[src/rtl/seq_pkg.sv]
// Shared definitions for the instruction sequencer: FSM state encoding, RV32I
// opcode constants used for classification, and default parameter values.
package seq_pkg;

  localparam int unsigned DefAddrW   = 8;
  localparam int unsigned DefResetPc = 0;

  typedef enum logic [2:0] {
    StFetch  = 3'd0,
    StDecode = 3'd1,
    StExec   = 3'd2,
    StMem    = 3'd3,
    StWb     = 3'd4,
    StHalt   = 3'd5
  } state_e;

  localparam logic [6:0] OpcOpImm  = 7'b0010011;
  localparam logic [6:0] OpcOp     = 7'b0110011;
  localparam logic [6:0] OpcLoad   = 7'b0000011;
  localparam logic [6:0] OpcStore  = 7'b0100011;
  localparam logic [6:0] OpcBranch = 7'b1100011;
  localparam logic [6:0] OpcJal    = 7'b1101111;
  localparam logic [6:0] OpcJalr   = 7'b1100111;

  function automatic logic is_legal_opc(input logic [6:0] opc);
    return opc inside {OpcOpImm, OpcOp, OpcLoad, OpcStore, OpcBranch, OpcJal, OpcJalr};
  endfunction

  // Classes whose ALU B operand is the immediate rather than rs2.
  function automatic logic uses_imm(input logic [6:0] opc);
    return opc inside {OpcOpImm, OpcLoad, OpcStore, OpcJalr};
  endfunction

endpackage

[src/rtl/imm_gen.sv]
// Immediate extraction for the sequencer.
// Builds the sign-extended I, S, B and J immediates from the latched
// instruction and returns the one matching its opcode, truncated to ADDR_W.
//   ir  : latched instruction word
//   imm : format-selected immediate, ADDR_W bits (wraps like the PC)
module imm_gen
  import seq_pkg::*;
#(
  parameter int unsigned ADDR_W = DefAddrW
) (
  input  logic [31:0]       ir,
  output logic [ADDR_W-1:0] imm
);

  logic [31:0] imm_i, imm_s, imm_b, imm_j, imm_full;

  always_comb begin
    imm_i = {{20{ir[31]}}, ir[31:20]};
    imm_s = {{20{ir[31]}}, ir[31:25], ir[11:7]};
    imm_b = {{19{ir[31]}}, ir[31], ir[7], ir[30:25], ir[11:8], 1'b0};
    imm_j = {{11{ir[31]}}, ir[31], ir[19:12], ir[20], ir[30:21], 1'b0};
  end

  always_comb begin
    case (ir[6:0])
      OpcStore:  imm_full = imm_s;
      OpcBranch: imm_full = imm_b;
      OpcJal:    imm_full = imm_j;
      default:   imm_full = imm_i;
    endcase
  end

  assign imm = ADDR_W'(imm_full);

endmodule

[src/rtl/instr_sequencer.sv]
// Multi-cycle fetch/decode/execute sequencer for the RV32I subset.
// Owns the PC, latches the fetched instruction, computes next-PC for
// sequential, branch and jump flow, and emits per-phase datapath enables.
//   clk, rst   : clock, synchronous active-high reset
//   run        : advance enable, only looked at in FETCH
//   instr      : ROM data for address pc
//   br_taken   : branch comparator result (EXEC)
//   rs1_val    : low bits of rs1 (JALR base)
//   mem_ack    : data memory completion (MEM)
//   pc, ir     : current instruction address / latched instruction
//   state      : FSM state encoding
//   alu_imm    : ALU B operand selects immediate
//   mem_re/we  : load/store request held through MEM
//   reg_we     : register write in WB
//   retire     : instruction completes; pc updates on this edge
//   halt       : sticky fault flag
module instr_sequencer
  import seq_pkg::*;
#(
  parameter int unsigned       ADDR_W   = DefAddrW,
  parameter logic [ADDR_W-1:0] RESET_PC = ADDR_W'(DefResetPc)
) (
  input  logic              clk,
  input  logic              rst,
  input  logic              run,
  input  logic [31:0]       instr,
  input  logic              br_taken,
  input  logic [ADDR_W-1:0] rs1_val,
  input  logic              mem_ack,
  output logic [ADDR_W-1:0] pc,
  output logic [31:0]       ir,
  output logic [2:0]        state,
  output logic              alu_imm,
  output logic              mem_re,
  output logic              mem_we,
  output logic              reg_we,
  output logic              retire,
  output logic              halt
);

  state_e            state_q, state_d;
  logic [ADDR_W-1:0] pc_q, pc_d;
  logic [ADDR_W-1:0] npc_q, npc_d;
  logic [31:0]       ir_q, ir_d;

  logic [ADDR_W-1:0] imm, pc_plus4, jalr_sum, exec_npc, tgt;
  logic [6:0]        opc;
  logic              is_load, is_store, retire_req;

  imm_gen #(
    .ADDR_W(ADDR_W)
  ) u_imm_gen (
    .ir (ir_q),
    .imm(imm)
  );

  assign opc      = ir_q[6:0];
  assign is_load  = (opc == OpcLoad);
  assign is_store = (opc == OpcStore);
  assign pc_plus4 = pc_q + ADDR_W'(4);
  assign jalr_sum = rs1_val + imm;

  always_comb begin
    case (opc)
      OpcBranch: exec_npc = br_taken ? (pc_q + imm) : pc_plus4;
      OpcJal:    exec_npc = pc_q + imm;
      OpcJalr:   exec_npc = jalr_sum & ~ADDR_W'(1);
      default:   exec_npc = pc_plus4;
    endcase
  end

  always_comb begin
    state_d    = state_q;
    pc_d       = pc_q;
    npc_d      = npc_q;
    ir_d       = ir_q;
    tgt        = npc_q;
    retire_req = 1'b0;
    mem_re     = 1'b0;
    mem_we     = 1'b0;
    reg_we     = 1'b0;
    retire     = 1'b0;
    halt       = 1'b0;
    alu_imm    = 1'b0;

    case (state_q)
      StFetch: begin
        if (run) begin
          ir_d    = instr;
          state_d = StDecode;
        end
      end
      StDecode: begin
        if (ir_q == 32'h0) begin
          tgt        = pc_plus4;
          retire_req = 1'b1;
          state_d    = StFetch;
        end else if (!is_legal_opc(opc)) begin
          state_d = StHalt;
        end else begin
          state_d = StExec;
        end
      end
      StExec: begin
        alu_imm = uses_imm(opc);
        npc_d   = exec_npc;
        tgt     = exec_npc;
        if (opc == OpcBranch) begin
          retire_req = 1'b1;
          state_d    = StFetch;
        end else if (is_load || is_store) begin
          state_d = StMem;
        end else begin
          state_d = StWb;
        end
      end
      StMem: begin
        alu_imm = uses_imm(opc);
        mem_re  = is_load;
        mem_we  = is_store;
        if (mem_ack) begin
          if (is_load) begin
            state_d = StWb;
          end else begin
            retire_req = 1'b1;
            state_d    = StFetch;
          end
        end
      end
      StWb: begin
        alu_imm    = uses_imm(opc);
        reg_we     = 1'b1;
        retire_req = 1'b1;
        state_d    = StFetch;
      end
      StHalt: begin
        halt = 1'b1;
      end
      default: begin
        state_d = StHalt;
      end
    endcase

    // A misaligned target faults instead of retiring; pc keeps the faulting address.
    if (retire_req) begin
      if (tgt[1:0] != 2'b00) begin
        state_d = StHalt;
      end else begin
        pc_d   = tgt;
        retire = 1'b1;
      end
    end
  end

  always_ff @(posedge clk) begin
    if (rst) begin
      state_q <= StFetch;
      pc_q    <= RESET_PC;
      npc_q   <= RESET_PC;
      ir_q    <= '0;
    end else begin
      state_q <= state_d;
      pc_q    <= pc_d;
      npc_q   <= npc_d;
      ir_q    <= ir_d;
    end
  end

  assign pc    = pc_q;
  assign ir    = ir_q;
  assign state = state_q;

endmodule

[config.mk]
export PLATFORM = sky130hd
export DESIGN_NAME = instr_sequencer
export DESIGN_NICKNAME = d
export VERILOG_FILES = /design/src/rtl/seq_pkg.sv /design/src/rtl/imm_gen.sv /design/src/rtl/instr_sequencer.sv
export SDC_FILE = /design/constraint.sdc
export NUM_CORES = 1
export LEC_CHECK = 0
export ABC_AREA = 0
export CORE_MARGIN = 2
export CORE_UTILIZATION = 40
export DETAILED_ROUTE_END_ITERATION = 16
export PLACE_DENSITY = 0.8
export SLEW_MARGIN = 20
export SYNTH_ARGS = -nofsm -noshare
export SYNTH_HDL_FRONTEND = slang
export SYNTH_SLANG_ARGS = --single-unit
[constraint.sdc]
create_clock -name clk -period 8.69 [get_ports clk]
set_input_delay 1.738 -clock clk [delete_from_list [all_inputs] [get_ports clk]]
set_output_delay 1.738 -clock clk [all_outputs]
set_load 0.02 [all_outputs]
==> flow_metrics.tcl <==
set metrics [dict create \
    antenna_found_initial 0 \
    power.density_nw_per_um2 137 \
    regToRegSetupSlack_ns 5.06 \
    synth.avg_cell_area_um2 7.63 \
    seqCellArea_um2 1020 \
    rsz0062_at_grt "no" \
    r2r_start "ir[2]$_SDFFE_PP0P_" \
    post-route-period-util_pct 74.2 \
    cts_buffer_depth 2 \
    dp_hpwl_mm 6.96 \
    first_pass_iters 4 \
    clock_sink_count 51 \
    fmax_mhz 155 \
    drc_errors 0 \
    io_pins 94 \
    track_usage_pct 21.6 \
    rr_endpoint "pc[3]$_SDFFE_PP0P_" \
    synth-seq-cells 51 \
    synth-main-ff-cell "dfxtp_1" \
    cp_cell_sequence "clkdlybuf4s50_1 -> nand2b_1 -> a211oi_1 -> o22ai_1 -> o21ai_0 -> o211ai_2 -> nor2b_4 -> clkdlybuf4s50_1" \
    final_max_slew_viol_count 0 \
    fin_crit_ns 6.45 \
    fin_tns_setup_ns 0 \
    cts-root-buf "clkbuf_8" \
    multi_input_area_um2 2000 \
    ys_types 57 \
    maxCapViolations 0 \
    grt_pass1_vias 3141 \
    slowest_delay_ns 0.70 \
    cts_resized 0 \
    core_area_um2 7690 \
    pwr-share-clk_pct 24.0 \
    die_area_um2 8620 \
    die_w_um 92.9 \
    worstHoldStart "npc_q[7]$_SDFFE_PP0P_" \
    vias_per_cell 5.45 \
    wl_per_cell_um 15.4 \
    hold_path_end "npc_q[7]$_SDFFE_PP0P_" \
    path_class "input port to output pin" \
    hold_depth 2 \
    ys_warn_count 0 \
    final_util_pct 54.9 \
    rows 32 \
    die_y_um 92.9 \
    ant_nets 0 \
    clk_pin_slew_ns 0.09 \
    share_seq_of_total_power_pct 46.9 \
    critical_path.slowest_cell "a211oi_1" \
    grt_overflow_total 0 \
    cts_made_buffers 5 \
    nets 556 \
    critPathRequiredTime_ns 6.95 \
    startpoint_type "input port" \
    post-place-cells 588 \
    worstPathMaxFanout 15 \
    clk_latency_ns 0.31 \
    cts_max_level 2 \
    gp_congestion 0.880 \
    critPathCaptureType "output pin" \
    synth_enable_flop_cells 0 \
    wl_mm 9.18 \
    postCtsHoldBufs 0 \
    yosysSeqAreaShare_pct 32.3 \
    p_leak_nw 1.56 \
    fillers 747 \
    start_util_pct 41.1 \
    syn_inst 414 \
    power.switching_mw 0.192 \
    vdd_drop_max_mv 0.0945 \
    io_buffers 93 \
    synthArstFlopShare_pct 0 \
    intPower_mw 0.386 \
    drive_gt1_share_pct 5.26 \
    run_status "completed" \
    syn_area_um2 3160 \
    hold_viol_final 0 \
    cts_tree "built" \
    area_delta_synth_final_pct 33.6 \
    arrival_ns 4.71 \
    timing.slew.headroom_pct 36.1 \
    grt_max_degree 52 \
    vias 3248 \
    final_cells 596 \
    finClkSkew_ns 0.00793 \
    grt_pass1_wl_mm 15.0 \
    reg2reg_depth 14 \
    post-cts-setup-buffer-count 0 \
    finalSetupViolations 0 \
    synth_nets 477 \
    tightest_slew_ns 0.958 \
    drtIter0Drc 196 \
    crit_path_frequent_cell "clkdlybuf4s50_1" \
    startpoint "br_taken" \
    hp-class "register to register" \
    pwr-share-comb_pct 29.1 \
    antenna_cells 0 \
    switching_share_pct 33.2 \
]
## per-stage QoR
stage	hold WS [ns]	total power, mW	instance area, um^2	worst slack (ns)
after global routing	0.483	0.609	4220	2.02
final	0.462	0.578	4220	2.24
after global placement	0.443	0.442	4130	2.34
after CTS	0.461	0.582	4220	2.26
after detailed placement	0.447	0.444	4130	2.30
after floorplan	0.436	0.371	3160	3.67
## logic make-up after synthesis
logic type / count (synthesis) / synth area share (%)
and+or+nand+nor: 181 / 27.2
DFF: 51 / 32.3
AOI/OAI and AO/OA: 111 / 22.7
adders and majority gates: 18 / 7.60
buffers and inverters: 34 / 4.51
muxes: 6 / 2.06
xor gates and xnor gates: 13 / 3.60
## Yosys cell counts (4+ instances only)
master    number  share of area (%)
a211oi_1       9                2.1
a21o_1         6                1.4
a21oi_1       46                7.3
a311oi_1       5                1.4
a31oi_1        7                1.4
and3_1         5               0.99
clkbuf_1      20                2.4
dfxtp_1       51                 32
ha_1          16                6.3
inv_1         11                1.3
mux2_2         4                1.4
nand2_1       85                 10
nand2b_1       4               0.79
nand3_1       10                1.6
nor2_1        30                3.6
nor2b_1        7                1.4
nor3_1        11                1.7
nor4_1         9                1.8
o21ai_0       12                1.9
o22ai_1        5               0.99
xnor2_1        8                2.2
xor2_1         5                1.4
## critical path, delay by kind of cell
kind                   cells  cell delay (ns)
buffers and inverters      2             1.22
AOI/OAI and AO/OA          4             1.31
and+or+nand+nor            2             0.44
## per-layer routing
layer / vias up / global-route usage, % / part of all wire [%]
met3: 10 / 5.37 / 8.7
met5: - / 0 / 0
li1: 1644 / - / -
met1: 1484 / 27.2 / 42
met4: 0 / 4.53 / 0.94
met2: 110 / 37.2 / 48
## layout make-up
class	count	area share, %
clock inverters	3	0.445
flip-flops and latches	51	24.2
inverters	11	0.978
repair buffers	95	22.3
well taps	102	3.02
clock buffers	5	1.63
multi-input cells	329	47.4
## flip-flops by register name, summed over array words and instances (netlist names)
name / count
ir: 32
pc: 8
state: 3
npc_q: 8
## worst max path at each step
stage                  end  slack [ns]  cells past startpoint
finish              retire        2.24                      8
global route        retire        2.02                      8
CTS                 retire        2.26                      8
detailed placement  retire        2.30                      8
global placement    retire        2.34                     10
floorplan           retire        3.67                      9
## power groups by stage
stage,sequential (mW),clock [mW],combinational (mW)
finish,0.271,0.139,0.168
global route,0.274,0.150,0.185
CTS,0.271,0.142,0.169
detailed placement,0.276,0,0.168
global placement,0.275,0,0.166
floorplan,0.284,0,0.0864
## placed cells by master (no fill, tap or decap), drive strengths merged, types with 2 or more instances in the layout
| cell type | synthesis | routed |
|---|---|---|
| ha | 16 | 16 |
| a211oi | 9 | 9 |
| o21ai | 13 | 13 |
| mux2i | 2 | 2 |
| nor2b | 8 | 8 |
| nand3 | 10 | 10 |
| a311oi | 7 | 7 |
| o22ai | 5 | 5 |
| dfxtp | 51 | 51 |
| or4 | 2 | 2 |
| or3b | 2 | 2 |
| clkbuf | 20 | 5 |
| a21o | 6 | 6 |
| o211ai | 3 | 3 |
| xnor2 | 8 | 8 |
| mux2 | 4 | 4 |
| a21oi | 46 | 46 |
| nand2 | 85 | 85 |
| nor4 | 9 | 9 |
| nand2b | 4 | 4 |
| or3 | 2 | 2 |
| and3 | 5 | 5 |
| nor2 | 32 | 32 |
| a31o | 2 | 2 |
| xor2 | 5 | 5 |
| inv | 11 | 12 |
| nor3 | 11 | 11 |
| clkinv | 0 | 2 |
| a31oi | 7 | 7 |
| clkdlybuf4s50 | 0 | 92 |
| a221oi | 2 | 2 |
| fa | 2 | 2 |
| nand4 | 2 | 2 |
| buf | 3 | 3 |
| nor3b | 2 | 2 |
| a41oi | 2 | 2 |
(Power assumes the default switching activity.)
==> variant, RTL diff (same flow settings) <==
Reset style: asynchronous (`rst`), changed in one clocked block. Comments in the files are not updated.
--- a/src/rtl/instr_sequencer.sv
+++ b/src/rtl/instr_sequencer.sv
@@ -153,5 +153,5 @@
   end
 
-  always_ff @(posedge clk) begin
+  always_ff @(posedge clk or posedge rst) begin
     if (rst) begin
       state_q <= StFetch;
Function: differs if rst is asserted again (counterexample within 4 cycles, from zero or initial values and one cycle with rst high); with rst held inactive, the same outputs for 10 cycles.
==> variant against the unedited design <==
  * Routed wire length down 1.4%
  * Synthesized cell count down 13%
  * Design area up 7.2%
  * Worst setup slack better by 0.0018 ns
  * Sequential cell count unchanged
  * Synthesized area up 8.7%
  * Total power down 15%
  * Worst hold slack better by 0.015 ns
  * Highest routed layer unchanged
==> variant: results (changes against the unedited design) <==
dpl ws=2.27 ns (was 2.30 ns); met1 GRT Util=0.243 (was 0.272); LEAKAGE=1.89 nW (was 1.56 nW); nets@finish=511 (was 556); Async SR Flop Fraction=1.00 (was 0); start point of the worst hold path=npc_q[4] (was npc_q[7]); largest net degree at the start of global routing=52 (unchanged); sequential area share after synthesis=0.372 (was 0.323); Hold EP=npc_q[4] (was npc_q[7]); R2R Path Start=ir[2] (unchanged); VDD IR max=65.6 uV (was 94.5 uV); layout cells sized above 1=0.120 (was 0.0526); M3 GR Usage=0.0462 (was 0.0537); Synth area leaders=dfrtp_1, mux2_2, ha_1, nand2_1, o21ai_0 (was dfxtp_1, nand2_1, a21oi_1, ha_1, nor2_1); Placed Area=0.00444 mm2 (was 0.00413 mm2); R2R Path End=pc[2] (was pc[3]); number of global-route vias before repair=3174 (was 3141); Register-to-Register Path Depth=13 (was 14); clk_skew=0.00999 ns (was 0.00793 ns); TritonRoute pass-1 iters=5 (was 4); Avg WL per Cell=16.3 um (was 15.4 um); Slew @ Worst Pin=0.867 ns (was 0.958 ns); gpl congestion=0.930 (was 0.880); synth cell count leaders=nand2_1, dfrtp_1, mux2_2, nor2_1, o21ai_0 (was nand2_1, dfxtp_1, a21oi_1, nor2_1, clkbuf_1); DP Wirelength=7.11 mm (was 6.96 mm); total track usage=0.192 (was 0.216); syn nets=422 (was 477); Post-synth top flop=dfrtp_1 (was dfxtp_1); antenna violations before repair=0 (unchanged); status=finished clean (unchanged); Hold WS=0.477 ns (was 0.462 ns)
## variant: changes by cell type after synthesis, moves of 5 or more
| cell | before | now |
|---|---|---|
| dfrtp_1 | 0 | 51 |
| dfxtp_1 | 51 | 0 |
| a21oi_1 | 46 | 10 |
| nand2_1 | 85 | 52 |
| mux2_2 | 4 | 30 |
| clkbuf_1 | 20 | 8 |
| nor2_1 | 30 | 21 |
| o21ai_0 | 12 | 20 |
| nor4_1 | 9 | 3 |
| o21a_1 | 1 | 7 |
| nand2b_1 | 4 | 9 |
## variant: kinds of logic (layout without fill, tap and decap cells)
logic type               after synthesis  in the layout  share of synthesized area
flip-flops                            51             51                      0.372
XOR/XNOR                              10             10                     0.0255
adder cells (fa/ha/maj)               18             18                     0.0699
buffers and inverters                 23            113                     0.0346
AND/OR/NAND/NOR                      145            145                      0.227
multiplexers                          33             33                      0.107
AO/OA/AOI/OAI                         79             79                      0.164
## variant: cell type report
cell class / count / area [um2]
tap: 105 / 131
clock inverter: 2 / 16.3
multi-input combinational: 285 / 2050
clock buffer: 6 / 72.6
timing repair buffer: 94 / 938
sequential: 51 / 1280
fill: 747 / 3730
inverter: 11 / 42.5
## variant: worst max path at each step
stage | to | from | slack [ns] | cells past startpoint
after CTS | retire | rs1_val[1] | 2.26 | 9
after global routing | retire | ir[2] | 2.03 | 12
after floorplan | retire | rs1_val[1] | 3.76 | 9
after detailed placement | retire | rs1_val[1] | 2.27 | 9
after global placement | retire | rs1_val[1] | 2.32 | 9
final | retire | rs1_val[1] | 2.24 | 9
## variant: power by group through the flow
stage	sequential (mW)	combinational [mW]	clock (mW)
after floorplan	0.266	0.0405	0
after global routing	0.258	0.104	0.152
final	0.256	0.0953	0.141
after detailed placement	0.261	0.0950	0
after global placement	0.260	0.0930	0
after CTS	0.256	0.0958	0.144
## variant: critical path, stage by stage
cell             delay (ns)
clkdlybuf4s50_1        0.48
inv_1                  0.06
fa_1                   0.55
nor2_1                 0.04
a21oi_1                0.12
o221ai_1               0.17
o21ai_0                0.23
and3_1                 0.58
clkdlybuf4s50_1        0.73
## variant: layer usage
metal | wire, um | part of all wire
met1 | 3930 | 0.43
met2 | 4330 | 0.48
met3 | 596 | 0.066
met4 | 190 | 0.021
met5 | 0 | 0
## variant: stage by stage
stage	util	cells
floorplan	-	359
global placement	0.537	546
detailed placement	0.537	546
CTS	0.548	554
global route	0.548	554
finish	0.548	554
